<file path="src/rtl/sobel_stream.sv">
// Streaming 3x3 Sobel edge detector: binary edge map or saturated |Gx|+|Gy|.
// Latency: one cycle from the qualifying input transfer to out_valid.
// Backpressure: in_ready = !out_valid || out_ready; a stalled result freezes the pipeline.
// Ports: clk/reset (async, active low); in_valid/in_ready/in_data raster pixel stream;
//        mode/threshold sampled at row 0 col 0 of each frame; out_valid/out_ready/out_data/out_last
//        result stream, one result per interior pixel, out_last on the final one of a frame.
module sobel_stream #(
  parameter int IMG_W = 64,
  parameter int IMG_H = 64,
  parameter int PIX_W = 8
) (
  input  logic             clk,
  input  logic             reset,
  input  logic             in_valid,
  output logic             in_ready,
  input  logic [PIX_W-1:0] in_data,
  input  logic             mode,
  input  logic [PIX_W+3:0] threshold,
  output logic             out_valid,
  input  logic             out_ready,
  output logic [PIX_W-1:0] out_data,
  output logic             out_last
);

  localparam int CW = $clog2(IMG_W);
  localparam int RW = $clog2(IMG_H);
  localparam int SW = PIX_W + 4;

  localparam logic [CW-1:0] COL_LAST = CW'(IMG_W - 1);
  localparam logic [RW-1:0] ROW_LAST = RW'(IMG_H - 1);
  localparam logic [CW-1:0] COL_TWO  = CW'(2);
  localparam logic [RW-1:0] ROW_TWO  = RW'(2);
  localparam logic [SW-1:0] PIX_MAX  = {{(SW-PIX_W){1'b0}}, {PIX_W{1'b1}}};

  // Position counters, per-frame configuration and the output register.
  logic [CW-1:0]    col_q, col_d;
  logic [RW-1:0]    row_q, row_d;
  logic             mode_q, mode_d;
  logic [SW-1:0]    thr_q, thr_d;
  logic             out_valid_q, out_valid_d;
  logic [PIX_W-1:0] out_data_q, out_data_d;
  logic             out_last_q, out_last_d;

  // Line buffers hold rows r-1 (lb1) and r-2 (lb2). The window keeps only the
  // two older columns; the newest column comes straight from the buffers and in_data.
  logic [PIX_W-1:0] lb1_q [IMG_W];
  logic [PIX_W-1:0] lb2_q [IMG_W];
  logic [PIX_W-1:0] win_top_q [2];
  logic [PIX_W-1:0] win_mid_q [2];
  logic [PIX_W-1:0] win_bot_q [2];

  logic             xfer, emit, col_last, row_last;
  logic [PIX_W-1:0] p0, p1, p2, p3, p5, p6, p7, p8;
  logic [SW-1:0]    gx, gy, ax, ay, mag;
  logic [PIX_W-1:0] res;

  function automatic logic [SW-1:0] widen(input logic [PIX_W-1:0] v);
    return {{(SW-PIX_W){1'b0}}, v};
  endfunction

  assign in_ready  = !out_valid_q || out_ready;
  assign out_valid = out_valid_q;
  assign out_data  = out_data_q;
  assign out_last  = out_last_q;

  always_comb begin
    xfer     = in_valid && in_ready;
    col_last = (col_q == COL_LAST);
    row_last = (row_q == ROW_LAST);
    emit     = xfer && (row_q >= ROW_TWO) && (col_q >= COL_TWO);

    // Window as it will be after this transfer: p2/p5/p8 are the incoming column.
    p0 = win_top_q[0]; p1 = win_top_q[1]; p2 = lb2_q[col_q];
    p3 = win_mid_q[0];                    p5 = lb1_q[col_q];
    p6 = win_bot_q[0]; p7 = win_bot_q[1]; p8 = in_data;

    // Exact arithmetic in SW bits; magnitudes never exceed 2^(SW-1), so the MSB is the sign.
    gx  = (widen(p2) + (widen(p5) << 1) + widen(p8)) - (widen(p0) + (widen(p3) << 1) + widen(p6));
    gy  = (widen(p6) + (widen(p7) << 1) + widen(p8)) - (widen(p0) + (widen(p1) << 1) + widen(p2));
    ax  = gx[SW-1] ? (SW'(0) - gx) : gx;
    ay  = gy[SW-1] ? (SW'(0) - gy) : gy;
    mag = ax + ay;

    if (mode_q) begin
      res = (mag > PIX_MAX) ? {PIX_W{1'b1}} : mag[PIX_W-1:0];
    end else begin
      res = (mag > thr_q) ? {PIX_W{1'b1}} : {PIX_W{1'b0}};
    end
  end

  always_comb begin
    col_d       = col_q;
    row_d       = row_q;
    mode_d      = mode_q;
    thr_d       = thr_q;
    out_valid_d = out_valid_q;
    out_data_d  = out_data_q;
    out_last_d  = out_last_q;

    if (xfer) begin
      col_d = col_last ? '0 : col_q + CW'(1);
      if (col_last) begin
        row_d = row_last ? '0 : row_q + RW'(1);
      end
      // Configuration is frozen for the frame at its first pixel.
      if ((row_q == '0) && (col_q == '0)) begin
        mode_d = mode;
        thr_d  = threshold;
      end
    end

    if (emit) begin
      out_valid_d = 1'b1;
      out_data_d  = res;
      out_last_d  = row_last && col_last;
    end else if (out_ready) begin
      out_valid_d = 1'b0;
    end
  end

  always_ff @(posedge clk or negedge reset) begin
    if (!reset) begin
      col_q       <= '0;
      row_q       <= '0;
      mode_q      <= 1'b0;
      thr_q       <= '0;
      out_valid_q <= 1'b0;
      out_data_q  <= '0;
      out_last_q  <= 1'b0;
    end else begin
      col_q       <= col_d;
      row_q       <= row_d;
      mode_q      <= mode_d;
      thr_q       <= thr_d;
      out_valid_q <= out_valid_d;
      out_data_q  <= out_data_d;
      out_last_q  <= out_last_d;
    end
  end

  // Storage is refilled before any of it reaches an emitted result, so it needs no reset.
  always_ff @(posedge clk) begin
    if (xfer) begin
      lb1_q[col_q] <= in_data;
      lb2_q[col_q] <= lb1_q[col_q];
      win_top_q[0] <= win_top_q[1];
      win_top_q[1] <= p2;
      win_mid_q[0] <= win_mid_q[1];
      win_mid_q[1] <= p5;
      win_bot_q[0] <= win_bot_q[1];
      win_bot_q[1] <= p8;
    end
  end

endmodule

</file>
<file path="config.mk">
export PLATFORM = sky130hd
export DESIGN_NAME = sobel_stream
export DESIGN_NICKNAME = d
export VERILOG_FILES = /design/src/rtl/sobel_stream.sv
export SDC_FILE = /design/constraint.sdc
export NUM_CORES = 1
export LEC_CHECK = 0
export ABC_CLOCK_PERIOD_IN_PS = 8900
export CAP_MARGIN = 40
export CORE_AREA = 2 2 340 342
export CTS_CLUSTER_DIAMETER = 120
export CTS_CLUSTER_SIZE = 8
export DETAILED_ROUTE_END_ITERATION = 16
export DIE_AREA = 0 0 342 344
export GPL_ROUTABILITY_DRIVEN = 0
export GPL_TIMING_DRIVEN = 0
export PLACE_DENSITY = 0.54
export SYNTH_ARGS = -nofsm -noshare
export SYNTH_HDL_FRONTEND = slang
export SYNTH_SLANG_ARGS = --single-unit
</file>
<file path="constraint.sdc">
create_clock -name clk -period 8.9 [get_ports clk]
set_input_delay 1.78 -clock clk [delete_from_list [all_inputs] [get_ports clk]]
set_output_delay 1.78 -clock clk [all_outputs]
set_load 0.005 [all_outputs]
</file>
==> summary.txt <==
Drt
  – # DRC: 0
  – Drt total wl: 176100 um
  – 1st-iter DRT viols: 5417
  – Antenna violation net count after detailed routing: 0
  – Via Count: 30330
  – Vias per inst: 6.405
  – Drt pass-1 iters: 6
  – Wirelength per Cell: 37.19 um

Die
  – Overall die height: 344 um
  – Site row count: 124
  – Initial Util: 39.76%
  – Die area: 117600 sq um
  – Core ar.: 113900 sq um
  – Horiz. Die Dim: 342 um
  – Boundary pin count: 36

Setup path
  – CP arrival: 9.71 ns
  – RR Startpoint: col_q[0]
  – Largest stage delay on the critical path: 0.72 ns
  – Worst path required time: 9.60 ns
  – Reg2Reg Depth: 35
  – Crit path capture type: flop
  – CP max FO: 10
  – Setup CP Type: flop to flop
  – Reg2reg setup slack: -0.10 ns
  – Reg2Reg Capture Point: out_data[4]
  – Worst Setup Start Kind: flop
  – CP Launch Point: col_q[0]
  – Worst-path cell with the longest stage delay: a21oi_1
  – Critical Path Sink: out_data[4]

Synthesis
  – Syn_area_per_cell: 16.31 sq um
  – EDFF count, synth: 1072
  – Cell area after synthesis: 45270 sq um
  – Asr flop ratio synth: 3.162%
  – Synth Instances: 2776
  – Top cell type's share of synthesized area: 71.10%
  – Mapped Nets: 2918
  – Synth warn: 0
  – Top FF cell, synth: edfxtp_1
  – Biggest area consumer among synthesized cells: edfxtp_1
  – FF+latch count, synth: 1107
  – Top cells by area, synth: edfxtp_1, fa_1, a221oi_1, a22oi_1, dfrtp_1
  – Post-synthesis sequential area ratio: 73.04%
  – Unique masters post-synth: 79

Global routing
  – Gr usage total: 29.46%
  – First-pass GRT wire length: 236000 um
  – Number of antenna violations at the first check in global routing: 8
  – Number of global-route vias before repair: 29080
  – Global route overflow: 0
  – Largest net degree at the start of global routing: 68

Finish
  – Final instance area: 57180 sq um
  – Layout cell share with drive strength beyond 1: 27.80%
  – Finished Core Util: 50.21%
  – Synthesis-to-finish area growth: 26.30%
  – Net count reported at finish: 3332

STA
  – Period utilisation layout: 101.2%
  – Min Tclk post-route: 9.005 ns
  – Final Hold Violating Endpoints: 0
  – RSZ-0062 raised after global routing: yes
  – Setup WS post-layout: -0.1050 ns
  – Slew @ Worst Pin: 1.064 ns
  – Relative slew slack: 29.06%
  – Final setup viols: 8
  – Final Slew Violations: 0
  – Max Clock Freq: 111.1 MHz
  – Final Skew: 0.03672 ns

Clock network
  – CTS sink cnt: 1107
  – Clock slew at reported path FFs: 0.06 ns
  – H-tree levels: 4
  – CTS Buf Count: 156
  – Clock Latency Late Sink: 0.77 ns
  – Clock root cell: clkbuf_16
  – Max Buffers Root-to-Sink: 3
  – CTS tree: done

Placement
  – Port Buffers: 35
  – Detailed Place HPWL: 116600 um
  – DP Area: 50140 sq um

Status
  – Outcome: complete, but fails checks
  – Failing checks: negative setup slack

Worst hold path
  – Min-delay worst type: flop to flop

Flow run
  – MaxCap Viol Count: 0
timing repair:
| action | in CTS | in global routing |
|---|---|---|
| setup endpoints to repair | 8 | 8 |
| gates resized for setup | 343 | 230 |
| hold buffers | 0 | 0 |
| pin swaps | 57 | 68 |
| setup buffers | 34 | 44 |
| gates cloned | 6 | 4 |
state kept, by name, indices dropped and copies added (netlist names):
| signal | cells |
|---|---|
| col_q | 6 |
| lb1_q | 512 |
| lb2_q | 512 |
| mode_q | 1 |
| out_data | 8 |
| out_last | 1 |
| out_valid | 1 |
| row_q | 6 |
| thr_q | 12 |
| win_bot_q | 16 |
| win_mid_q | 16 |
| win_top_q | 16 |
layer usage:
metal | vias to the layer above | track usage (%) | share of wire (%)
li1 | 11870 | - | -
met1 | 15360 | 36.97 | 35
met2 | 2493 | 44.57 | 44
met3 | 605 | 10.41 | 14
met4 | 2 | 16.51 | 6.9
met5 | - | 0 | 0.0097
area by class of cell:
| type | count | area (sq um) |
|---|---|---|
| fillers | 9254 | 56700 |
| clock inverters | 13 | 190.2 |
| repair buffers | 262 | 3440 |
| plain buffers | 143 | 1385 |
| well taps | 1512 | 1892 |
| diodes | 4 | 10.01 |
| flip-flops and latches | 1107 | 33070 |
| inverters | 117 | 449.2 |
| clock buffers | 175 | 4006 |
| multi-input cells | 1403 | 12740 |
how the worst min path moves through the flow:
stage                           end  slack [ns]             start  cells past startpoint
floorplan           win_mid_q[0][0]        0.40   win_mid_q[0][8]                      0
global placement    win_mid_q[0][3]        0.40  win_mid_q[0][11]                      0
detailed placement  win_mid_q[0][2]        0.40  win_mid_q[0][10]                      0
CTS                 win_mid_q[0][5]        0.40  win_mid_q[0][13]                      0
global route        win_mid_q[0][5]        0.41  win_mid_q[0][13]                      0
finish              win_mid_q[0][5]        0.41  win_mid_q[0][13]                      0
per-stage QoR:
| step | setup TNS, ns | setup slack [ns] | cells | hold slack, ns |
|---|---|---|---|---|
| final | -0.7795 | -0.1050 | 4736 | 0.4099 |
| after global routing | -2.550 | -0.3267 | 4734 | 0.4117 |
| after CTS | 0 | 0.005713 | 4686 | 0.4046 |
| after detailed placement | -21.49 | -2.690 | 4467 | 0.4045 |
| after global placement | -38.62 | -4.830 | 4323 | 0.4029 |
| after floorplan | 0 | 0.06817 | 2776 | 0.4003 |
cells in the final DEF, fill, tap and decap left out, types with 33 or more instances in the layout:
master	count
clkbuf_16	161
a22o_1	52
buf_6	61
nor2_2	59
fa_1	59
buf_8	74
edfxtp_1	1072
nand2_1	88
ha_1	46
dfrtp_1	34
a21oi_1	72
clkbuf_1	33
inv_1	111
mux2i_1	73
a22oi_1	139
nor2_1	99
a221oi_1	107
buf_4	100
mux2_2	65
o21ai_0	57
buf_12	34
critical path: cells and delay by family, from the launching register on:
kind / cells / cell delay (ns)
flip-flops: 1 / 0.36
adder cells (fa/ha/maj): 6 / 2.24
AO/OA/AOI/OAI: 14 / 3.54
AND/OR/NAND/NOR: 8 / 1.25
buffers and inverters: 5 / 1.00
XOR/XNOR: 1 / 0.15
multiplexers: 1 / 0.36
synthesized netlist by cell type, drive strengths merged (4+ instances only):
library cell / count
a221o: 10
dfrtp: 35
o221ai: 5
o31ai: 4
a22o: 52
a221oi: 141
a21oi: 88
ha: 54
a211o: 4
buf: 76
nand2: 91
o22a: 11
nor3: 25
nor4: 13
xnor2: 26
nand3: 17
nand4: 13
nor2b: 11
a21o: 6
mux2i: 78
o21ai: 75
nand3b: 4
a31oi: 43
o22ai: 26
or3: 13
and3: 9
a211oi: 11
mux4: 20
nand2b: 6
edfxtp: 1072
mux2: 67
a22oi: 144
and2: 6
fa: 63
clkbuf: 79
o221a: 9
or4: 8
xor2: 15
inv: 116
nor2: 181
o21a: 9
cells by family after synthesis:
| family | Yosys count | synth area share [%] |
|---|---|---|
| xor gates and xnor gates | 41 | 0.7932 |
| AOI/OAI and AO/OA | 668 | 10.86 |
| adders and majority gates | 117 | 4.278 |
| buffers and inverters | 272 | 2.537 |
| DFF | 1107 | 73.04 |
| muxes | 165 | 4.386 |
| and+or+nand+nor | 406 | 4.112 |
Power is not shown: default switching activity piles up to over one toggle a cycle in this logic, so the estimate is an artifact.
